<file path="src/rtl/elevator_call_panel_pkg.sv">
// elevator_pkg: shared floor encodings, call-panel state enum and the
// floor-to-one-hot helper used by the elevator call panel.
package elevator_pkg;

    localparam int unsigned NUM_FLOORS = 4;

    typedef enum logic [1:0] {
        FLR_A = 2'd0,
        FLR_B = 2'd1,
        FLR_C = 2'd2,
        FLR_D = 2'd3
    } floor_e;

    typedef enum logic [1:0] {
        MOVE  = 2'd0,
        DOOR  = 2'd1,
        CLOSE = 2'd2
    } panel_state_e;

    // Map a 2-bit floor number onto its request-line bit.
    function automatic logic [NUM_FLOORS-1:0] floor_onehot(input logic [1:0] f);
        logic [NUM_FLOORS-1:0] oh;
        oh = '0;
        case (floor_e'(f))
            FLR_A:   oh = 4'b0001;
            FLR_B:   oh = 4'b0010;
            FLR_C:   oh = 4'b0100;
            FLR_D:   oh = 4'b1000;
            default: oh = '0;
        endcase
        return oh;
    endfunction

endpackage

</file>
<file path="src/rtl/elevator_call_panel_call_edge_det.sv">
// call_edge_det: turns the four level call buttons into one-cycle press
// pulses. Optional macro CALL_PANEL_SYNC_EN inserts a 2-flop synchroniser
// ahead of the edge detector; without it btn is taken as synchronous.
module call_edge_det
    import elevator_pkg::*;
(
    input  logic                  clk,
    input  logic                  rst_n,
    input  logic [NUM_FLOORS-1:0] btn,
    output logic [NUM_FLOORS-1:0] press
);

    logic [NUM_FLOORS-1:0] btn_s;
    logic [NUM_FLOORS-1:0] btn_d_q;
    logic [NUM_FLOORS-1:0] btn_d_d;

`ifdef CALL_PANEL_SYNC_EN
    logic [NUM_FLOORS-1:0] sync1_q;
    logic [NUM_FLOORS-1:0] sync2_q;

    // Two-stage synchroniser; resets high so a held button is not a press.
    always_ff @(posedge clk or negedge rst_n) begin
        if (!rst_n) begin
            sync1_q <= '1;
            sync2_q <= '1;
        end else begin
            sync1_q <= btn;
            sync2_q <= sync1_q;
        end
    end

    assign btn_s = sync2_q;
`else
    assign btn_s = btn;
`endif

    // Delayed copy of the (possibly synchronised) buttons.
    always_comb begin
        btn_d_d = btn_s;
    end

    // Previous-sample register; all ones out of reset.
    always_ff @(posedge clk or negedge rst_n) begin
        if (!rst_n) begin
            btn_d_q <= '1;
        end else begin
            btn_d_q <= btn_d_d;
        end
    end

    // Rising edge: high now, low on the previous sample.
    always_comb begin
        press = btn_s & ~btn_d_q;
    end

endmodule

</file>
<file path="src/rtl/elevator_call_panel.sv">
// elevator_call_panel: latches floor calls, drives the controller request
// lines, and runs the door service cycle (MOVE -> DOOR -> CLOSE) when the
// car settles at a floor with a pending call.
// Optional macro CALL_PANEL_SYNC_EN: synchronise btn before edge detect.
module elevator_call_panel
    import elevator_pkg::*;
#(
    parameter int unsigned SETTLE_CYC = 4,
    parameter int unsigned DOOR_CYC   = 8,
    parameter int unsigned CW         = 4
) (
    input  logic       clk,
    input  logic       rst_n,
    input  logic [3:0] btn,
    input  logic [1:0] floor,
    output logic       ra,
    output logic       rb,
    output logic       rc,
    output logic       rd,
    output logic       door_open,
    output logic [3:0] pending
);

    localparam logic [CW-1:0] SETTLE_MAX = CW'(SETTLE_CYC);
    localparam logic [CW-1:0] DOOR_LOAD  = CW'(DOOR_CYC - 1);

    logic [3:0]    press;
    logic [1:0]    floor_q,      floor_d;
    logic [CW-1:0] settle_cnt_q, settle_cnt_d;
    logic [CW-1:0] door_cnt_q,   door_cnt_d;
    logic [3:0]    pending_q,    pending_d;
    panel_state_e  state_q,      state_d;
    logic          arrived;
    logic [3:0]    req;

    call_edge_det u_edge (
        .clk   (clk),
        .rst_n (rst_n),
        .btn   (btn),
        .press (press)
    );

    // Settle tracking: arrival needs the floor stable for SETTLE_CYC cycles.
    always_comb begin
        floor_d = floor;
        if (floor != floor_q) begin
            settle_cnt_d = '0;
        end else if (settle_cnt_q != SETTLE_MAX) begin
            settle_cnt_d = settle_cnt_q + CW'(1);
        end else begin
            settle_cnt_d = settle_cnt_q;
        end
        arrived = (settle_cnt_q == SETTLE_MAX) && (floor == floor_q);
    end

    // Pending calls: presses latch in every state; CLOSE clears the served
    // floor and wins over a same-cycle press of that floor.
    always_comb begin
        pending_d = pending_q | press;
        if (state_q == CLOSE) begin
            pending_d[floor_q] = 1'b0;
        end
    end

    // State and datapath registers.
    always_ff @(posedge clk or negedge rst_n) begin
        if (!rst_n) begin
            state_q      <= MOVE;
            floor_q      <= '0;
            settle_cnt_q <= SETTLE_MAX;
            door_cnt_q   <= '0;
            pending_q    <= '0;
        end else begin
            state_q      <= state_d;
            floor_q      <= floor_d;
            settle_cnt_q <= settle_cnt_d;
            door_cnt_q   <= door_cnt_d;
            pending_q    <= pending_d;
        end
    end

    // Next-state and door timer.
    always_comb begin
        state_d    = state_q;
        door_cnt_d = door_cnt_q;
        case (state_q)
            MOVE: begin
                if (arrived && pending_q[floor]) begin
                    state_d    = DOOR;
                    door_cnt_d = DOOR_LOAD;
                end
            end
            DOOR: begin
                if (floor != floor_q) begin
                    state_d = MOVE;
                end else if (press[floor]) begin
                    door_cnt_d = DOOR_LOAD;
                end else if (door_cnt_q == '0) begin
                    state_d = CLOSE;
                end else begin
                    door_cnt_d = door_cnt_q - CW'(1);
                end
            end
            CLOSE: begin
                state_d = MOVE;
            end
            default: begin
                state_d = MOVE;
            end
        endcase
    end

    // Outputs decoded from registered state only.
    always_comb begin
        req       = '0;
        door_open = 1'b0;
        case (state_q)
            MOVE: begin
                req = pending_q;
            end
            DOOR: begin
                req       = pending_q & floor_onehot(floor_q);
                door_open = 1'b1;
            end
            CLOSE: begin
                req = pending_q & ~floor_onehot(floor_q);
            end
            default: begin
                req = '0;
            end
        endcase
    end

    assign {rd, rc, rb, ra} = req;
    assign pending          = pending_q;

endmodule

</file>
<file path="config.mk">
export PLATFORM = sky130hd
export DESIGN_NAME = elevator_call_panel
export DESIGN_NICKNAME = d
export VERILOG_FILES = /design/src/rtl/elevator_call_panel_pkg.sv /design/src/rtl/elevator_call_panel_call_edge_det.sv /design/src/rtl/elevator_call_panel.sv
export SDC_FILE = /design/constraint.sdc
export NUM_CORES = 1
export LEC_CHECK = 0
export BUFFER_PORTS_ARGS = -buffer_cell sky130_fd_sc_hd__buf_2
export CAP_MARGIN = 5
export CORE_ASPECT_RATIO = 0.6
export CORE_MARGIN = 1
export CORE_UTILIZATION = 38
export DETAILED_ROUTE_END_ITERATION = 6
export PLACE_DENSITY_LB_ADDON = 0.1
export SLEW_MARGIN = 20
export SYNTH_ARGS = -nofsm -noshare
export SYNTH_HDL_FRONTEND = slang
export SYNTH_HIERARCHICAL = 1
export SYNTH_SLANG_ARGS = --single-unit
export TNS_END_PERCENT = 5
</file>
<file path="constraint.sdc">
create_clock -name clk -period 2.35 [get_ports clk]
set_input_delay 0.1175 -clock clk [delete_from_list [all_inputs] [get_ports clk]]
set_output_delay 0.1175 -clock clk [all_outputs]
set_load 0.02 [all_outputs]
</file>
Yosys cells after proc, flatten, opt, wreduce, memory -nomap -nowiden
Cells that the tools add are included.
Widths: inputs -> output; s select.
- muxes and demuxes: 24
- reduce and logical (&&, ||, !) cells: 10
- $lt $le $gt $ge: 3
- equal/unequal tests: 14
- bitwise logic cells: 8
- add/sub/neg operators: 2
- operators with widths (operator ; number):
    $mux 4 ; 9
    $and 4x4->4 ; 4
    $pmux 4 s4 ; 1
    $not 4->4 ; 3
    $pmux 4 s3 ; 1
    $ne 3x3->1 const B ; 3
    $mux 2 ; 4
    $pmux 4 s2 ; 1
    $eq 2x2->1 const B ; 3
    $lt 2x3->1 const B ; 2
    $add 4x1->4 const B ; 1
    $bmux 1 s2 ; 2
    $eq 2x1->1 const B ; 2
    $eq 4x3->1 const B ; 1
    $logic_not 2->1 ; 2
    $logic_not 4->1 ; 1
    $mux 1 ; 4
    $ne 2x2->1 const B ; 2
    $ne 4x3->1 const B ; 1
    $or 4x4->4 ; 1
    $pmux 2 s2 ; 1
    $reduce_and 4->1 ; 1
    $reduce_bool 2->1 ; 2
    $sub 4x1->4 const B ; 1
    other kinds (6) ; 8
- output and inout bits: 9
- register bits after elaboration: 20

Depth between registers and ports, before layout
- depth after elaboration: 7
- gate-level depth with buffers: 8
- gate-level depth less buffers: 7

Modules after synthesis
Netlist, hierarchy kept.
- modules (own cells, without submodules) (module ; sequential area each (um^2) ; instances ; area each (um^2) ; cells each):
    elevator_call_panel ; 401.6 ; 1 ; 1106.1 ; 112
    call_edge_det ; 105.1 ; 1 ; 160.2 ; 8

Worst setup path after synthesis
No wires, ideal clock.
- kind: reg2reg
- start point: register settle_cnt_q[0]
- end point: register door_cnt_q[3]
- data required time: 2.224 ns
- arrival time: 1.963 ns
- cell stages (with the launch flop): 9
- period minus slack after synthesis: 2.089 ns
- path slack: 0.261 ns
- cell sequence: dfrtp_1 -> inv_1 -> ha_1 -> and3b_1 -> buf_1 -> nand4_2 -> mux2_4 -> or2_4 -> a221o_1
- word-level cells in the longest chain between the ends: 5
- ends and longest elaborated chain (item ; RTL line ; text):
    start, declared ; elevator_call_panel.sv:29 ; logic [CW-1:0] settle_cnt_q, settle_cnt_d;
    start signal, assigned ; elevator_call_panel.sv:76 ; settle_cnt_q <= settle_cnt_d;
    $eq 4x3->1 ; elevator_call_panel.sv:53 ; arrived = (settle_cnt_q == SETTLE_MAX) && (floor == floor_q);
    $logic_and 1x1->1 ; elevator_call_panel.sv:53 ;
    $logic_and 1x1->1 ; elevator_call_panel.sv:88 ; if (arrived && pending_q[floor]) begin
    $ne 2x2->1 (no source line) ; -- ;
    $reduce_and 4->1 (no source line) ; -- ;
    end signal, assigned ; elevator_call_panel.sv:77 ; door_cnt_q <= door_cnt_d;
    end, declared ; elevator_call_panel.sv:30 ; logic [CW-1:0] door_cnt_q, door_cnt_d;
No other way between the ends.
A chain may end at the register's enable or synchronous reset.

Final worst setup path
Same ends and word-level chain as after synthesis.

==> summary.md <==
| Metric | Value |
|---|---|
| Ant. Diodes | 0 |
| Initial drt markers | 62 |
| EDFF count, synth | 0 |
| Endpoints failing setup | 0 |
| Setup Buffers After CTS | 0 |
| Commonest cells after routing, fill and taps aside | buf_2 (16), dfrtp_1 (15), nor2_1 (13) |
| Fraction of layout cells with a size suffix above 1 | 27.14% |
| CP Capture Type | register |
| Stages on worst setup path | 7 |
| DR vias/cell | approximately 5.2 |
| Initial antenna violation count | 0 |
| Final Slew Violations | 0 |
| Worst VDD drop | between 0.5 and 0.6 mV |
| Post-layout nets | 156 |
| Cell Rows | 15 |
| Pwr per Cell Area | 1046 nW/um^2 |
| Slowest stage delay, CP | between 0.4 and 0.5 ns |
| CTS Buf Count | 3 |
| Clk root buf | clkbuf_8 |
| Netlist Area Pre-Place | 1266 sq um |
| Slew margin rel. | a little over two thirds |
| Post-route ant nets | 0 |
| Vias in the first global route | around 900 |
| DIE AREA | 3575 sq um |
| Critical setup path kind | reg2reg |
| Final hold vios | 0 |
| Slowest CP cell | dfrtp_1 |
| Worst Skew | between 0.004 and 0.005 ns |
| Worst path cell trace | inv_1, ha_1, and3b_1, nand4_2, mux2_4, or2_4, a221o_1 |
| Chip width | 76.52 microns |
| Sequential share of the synthesized area | approximately two fifths |
| H-Tree Depth | 1 |
| Terminus of the critical flop-to-flop path | door_cnt_q[3] |
| Critical Path Source | settle_cnt_q[0] |
| Avg WL per Cell | 14.34 microns |
| Fin Setup TNS | 0 ns |
| CTS sink count | 20 |
| DR vias | 942 |
| Worst EP required | between 2 and 3 ns |
| Clock transition at path regs | 0.08 ns |
| Distinct cell type count after synthesis | 42 |
| Hpwl dp | approximately 2000 microns |
| RSZ-0062 raised after global routing | false |
| Worst Hold Slack | around 0.077 ns |
| Worst-Skew Late Latency | approximately 0.26 ns |
| Syn_nets | 135 |
| CTS tree | done |
| Avg Cell Area, Syn | 10.55 sq um |
| Tmin final | approximately 2.1 ns |
| Ys async rst share | 100.0% |
| Worst Path Arrival | 2.28 ns |
| Leak | approximately 0.63 nW |
| Routed Wire Length | approximately 2600 microns |
| Total power | ~1.5 mW |
| Fin crit share | just over 90% |
| Synth Register Bits | 20 |
| # IOs | 17 |
| I/O Buffers | 16 |
| Startpoint types | register |
| Synth Instances | 120 |
| Remaining Overflow, GRT | 0 |
| Worst reg2reg path startpoint | settle_cnt_q[0] |
| Depth of the most critical reg-to-reg path | 7 |
| Crit-path leading delay family | simple AND/OR/NAND/NOR gates |
| Initial Utilization | between 40% and 50% |
| Crit path max fanout | 5 |
| Drt first pass iters | 4 |
| Top_reg_cell synth | dfrtp_1 |
| HP Class | in2reg |
| GPL Wtd Cong | 0.7647 |
| Largest net degree at the start of global routing | 21 |
| WP buf/inv | 1 |
| Crit path capture | door_cnt_q[3] |
| First-pass GRT wire length | 4360 microns |
| GRT Total Usage | around 16% |
| Highest Clock Rate | approximately 0.47 GHz |
| Die Height | 46.72 microns |
| Reg-to-reg slack, setup | 0.21 ns |
| Core ar. | roughly 3000 sq um |
| Max Buffers Root-to-Sink | 2 |
| Least-Margin Pin Slew | 0.4556 ns |
| Area grow syn2layout | 16.60% |
| Synth warnings | 6 |
| Commonest non-fill, non-tap cell in the layout | buf_2 |
| DRC | 0 |
| MaxCap Viol Count | 0 |
| Status | completed |
where the power goes:
part	switching, mW	internal, mW	total (mW)
registers	0.0733	0.411	0.484
clock network	0.120	0.227	0.348
logic	0.427	0.285	0.712
total	0.621	0.923	1.54
stage by stage:
step	std cells	area, sq um	utilization [%]	setup slack [ns]
after global placement	173	1355	44.84	0.2830
after CTS	182	1476	48.86	0.2177
final	182	1476	48.86	0.2135
after detailed placement	173	1355	44.84	0.2411
after floorplan	120	1266	-	0.2609
after global routing	182	1476	48.86	0.1298
cell type report:
type / count / area (sq um)
clock buffer: 3 / 41.29
fill: 282 / 1545
clock inverter: 1 / 30.03
sequential: 20 / 506.7
multi-input combinational: 86 / 681.9
tap: 42 / 52.55
timing repair buffer: 21 / 130.1
inverter: 9 / 33.78
how the worst min path moves through the flow:
stage                     startpoint       endpoint  slack, ns  cells past startpoint
after global placement         rst_n     state_q[0]       0.10                      1
after floorplan                rst_n  door_cnt_q[0]      -0.18                      0
final                       floor[0]     floor_q[0]       0.08                      1
after CTS                   floor[0]     floor_q[0]       0.07                      1
after global routing        floor[0]     floor_q[0]       0.07                      1
after detailed placement       rst_n     state_q[0]       0.11                      1
registers in the layout, summed over array words and instances, names as in the netlist:
signal and count:
door_cnt_q 4, pending 4, settle_cnt_q 4, u_edge/btn_d_q 4, floor_q 2, state_q 2
cells by family (layout without fill, tap and decap cells):
kind of cell | after synthesis | in the layout | share of synthesized area, %
and+or+nand+nor | 45 | 45 | 22.83
AOI/OAI and AO/OA | 20 | 20 | 10.87
DFF | 20 | 20 | 40.02
buffers and inverters | 14 | 34 | 6.126
xor gates and xnor gates | 8 | 8 | 6.127
adders and majority gates | 7 | 7 | 6.917
muxes | 6 | 6 | 7.114
per-layer routing:
metal / track usage [%] / vias to the layer above / share of wire, %
met5: 0 / - / 0
met4: 3.462 / 0 / 0.54
met3: 4.752 / 2 / 5.9
met2: 23.24 / 27 / 37
met1: 24.64 / 450 / 56
li1: - / 463 / -
synth_stat cells, types with 2 or more instances:
library cell   n  area share, %
o32a_1         2            1.6
nor3b_1        5            3.0
a22oi_1        3            1.8
a21oi_1        7            2.8
inv_2          2           0.59
inv_1          7            2.1
mux2i_1        3            2.4
nor2_1        13            3.9
nand2_1        4            1.2
nand3_1        3            1.2
dfrtp_1       15             30
ha_1           7            6.9
nor2b_4        4            4.3
dfstp_2        5             10
xnor2_1        6            4.2
a31oi_1        3            1.5
nor3_1         5            2.0
mux4_2         2            3.6
what timing repair did:
action	CTS	global route
gates resized for setup	0	0
hold buffers	5	0
hold endpoints to repair	19	0
setup endpoints to repair	0	0
Note: power is estimated with default switching activity, not from simulation.
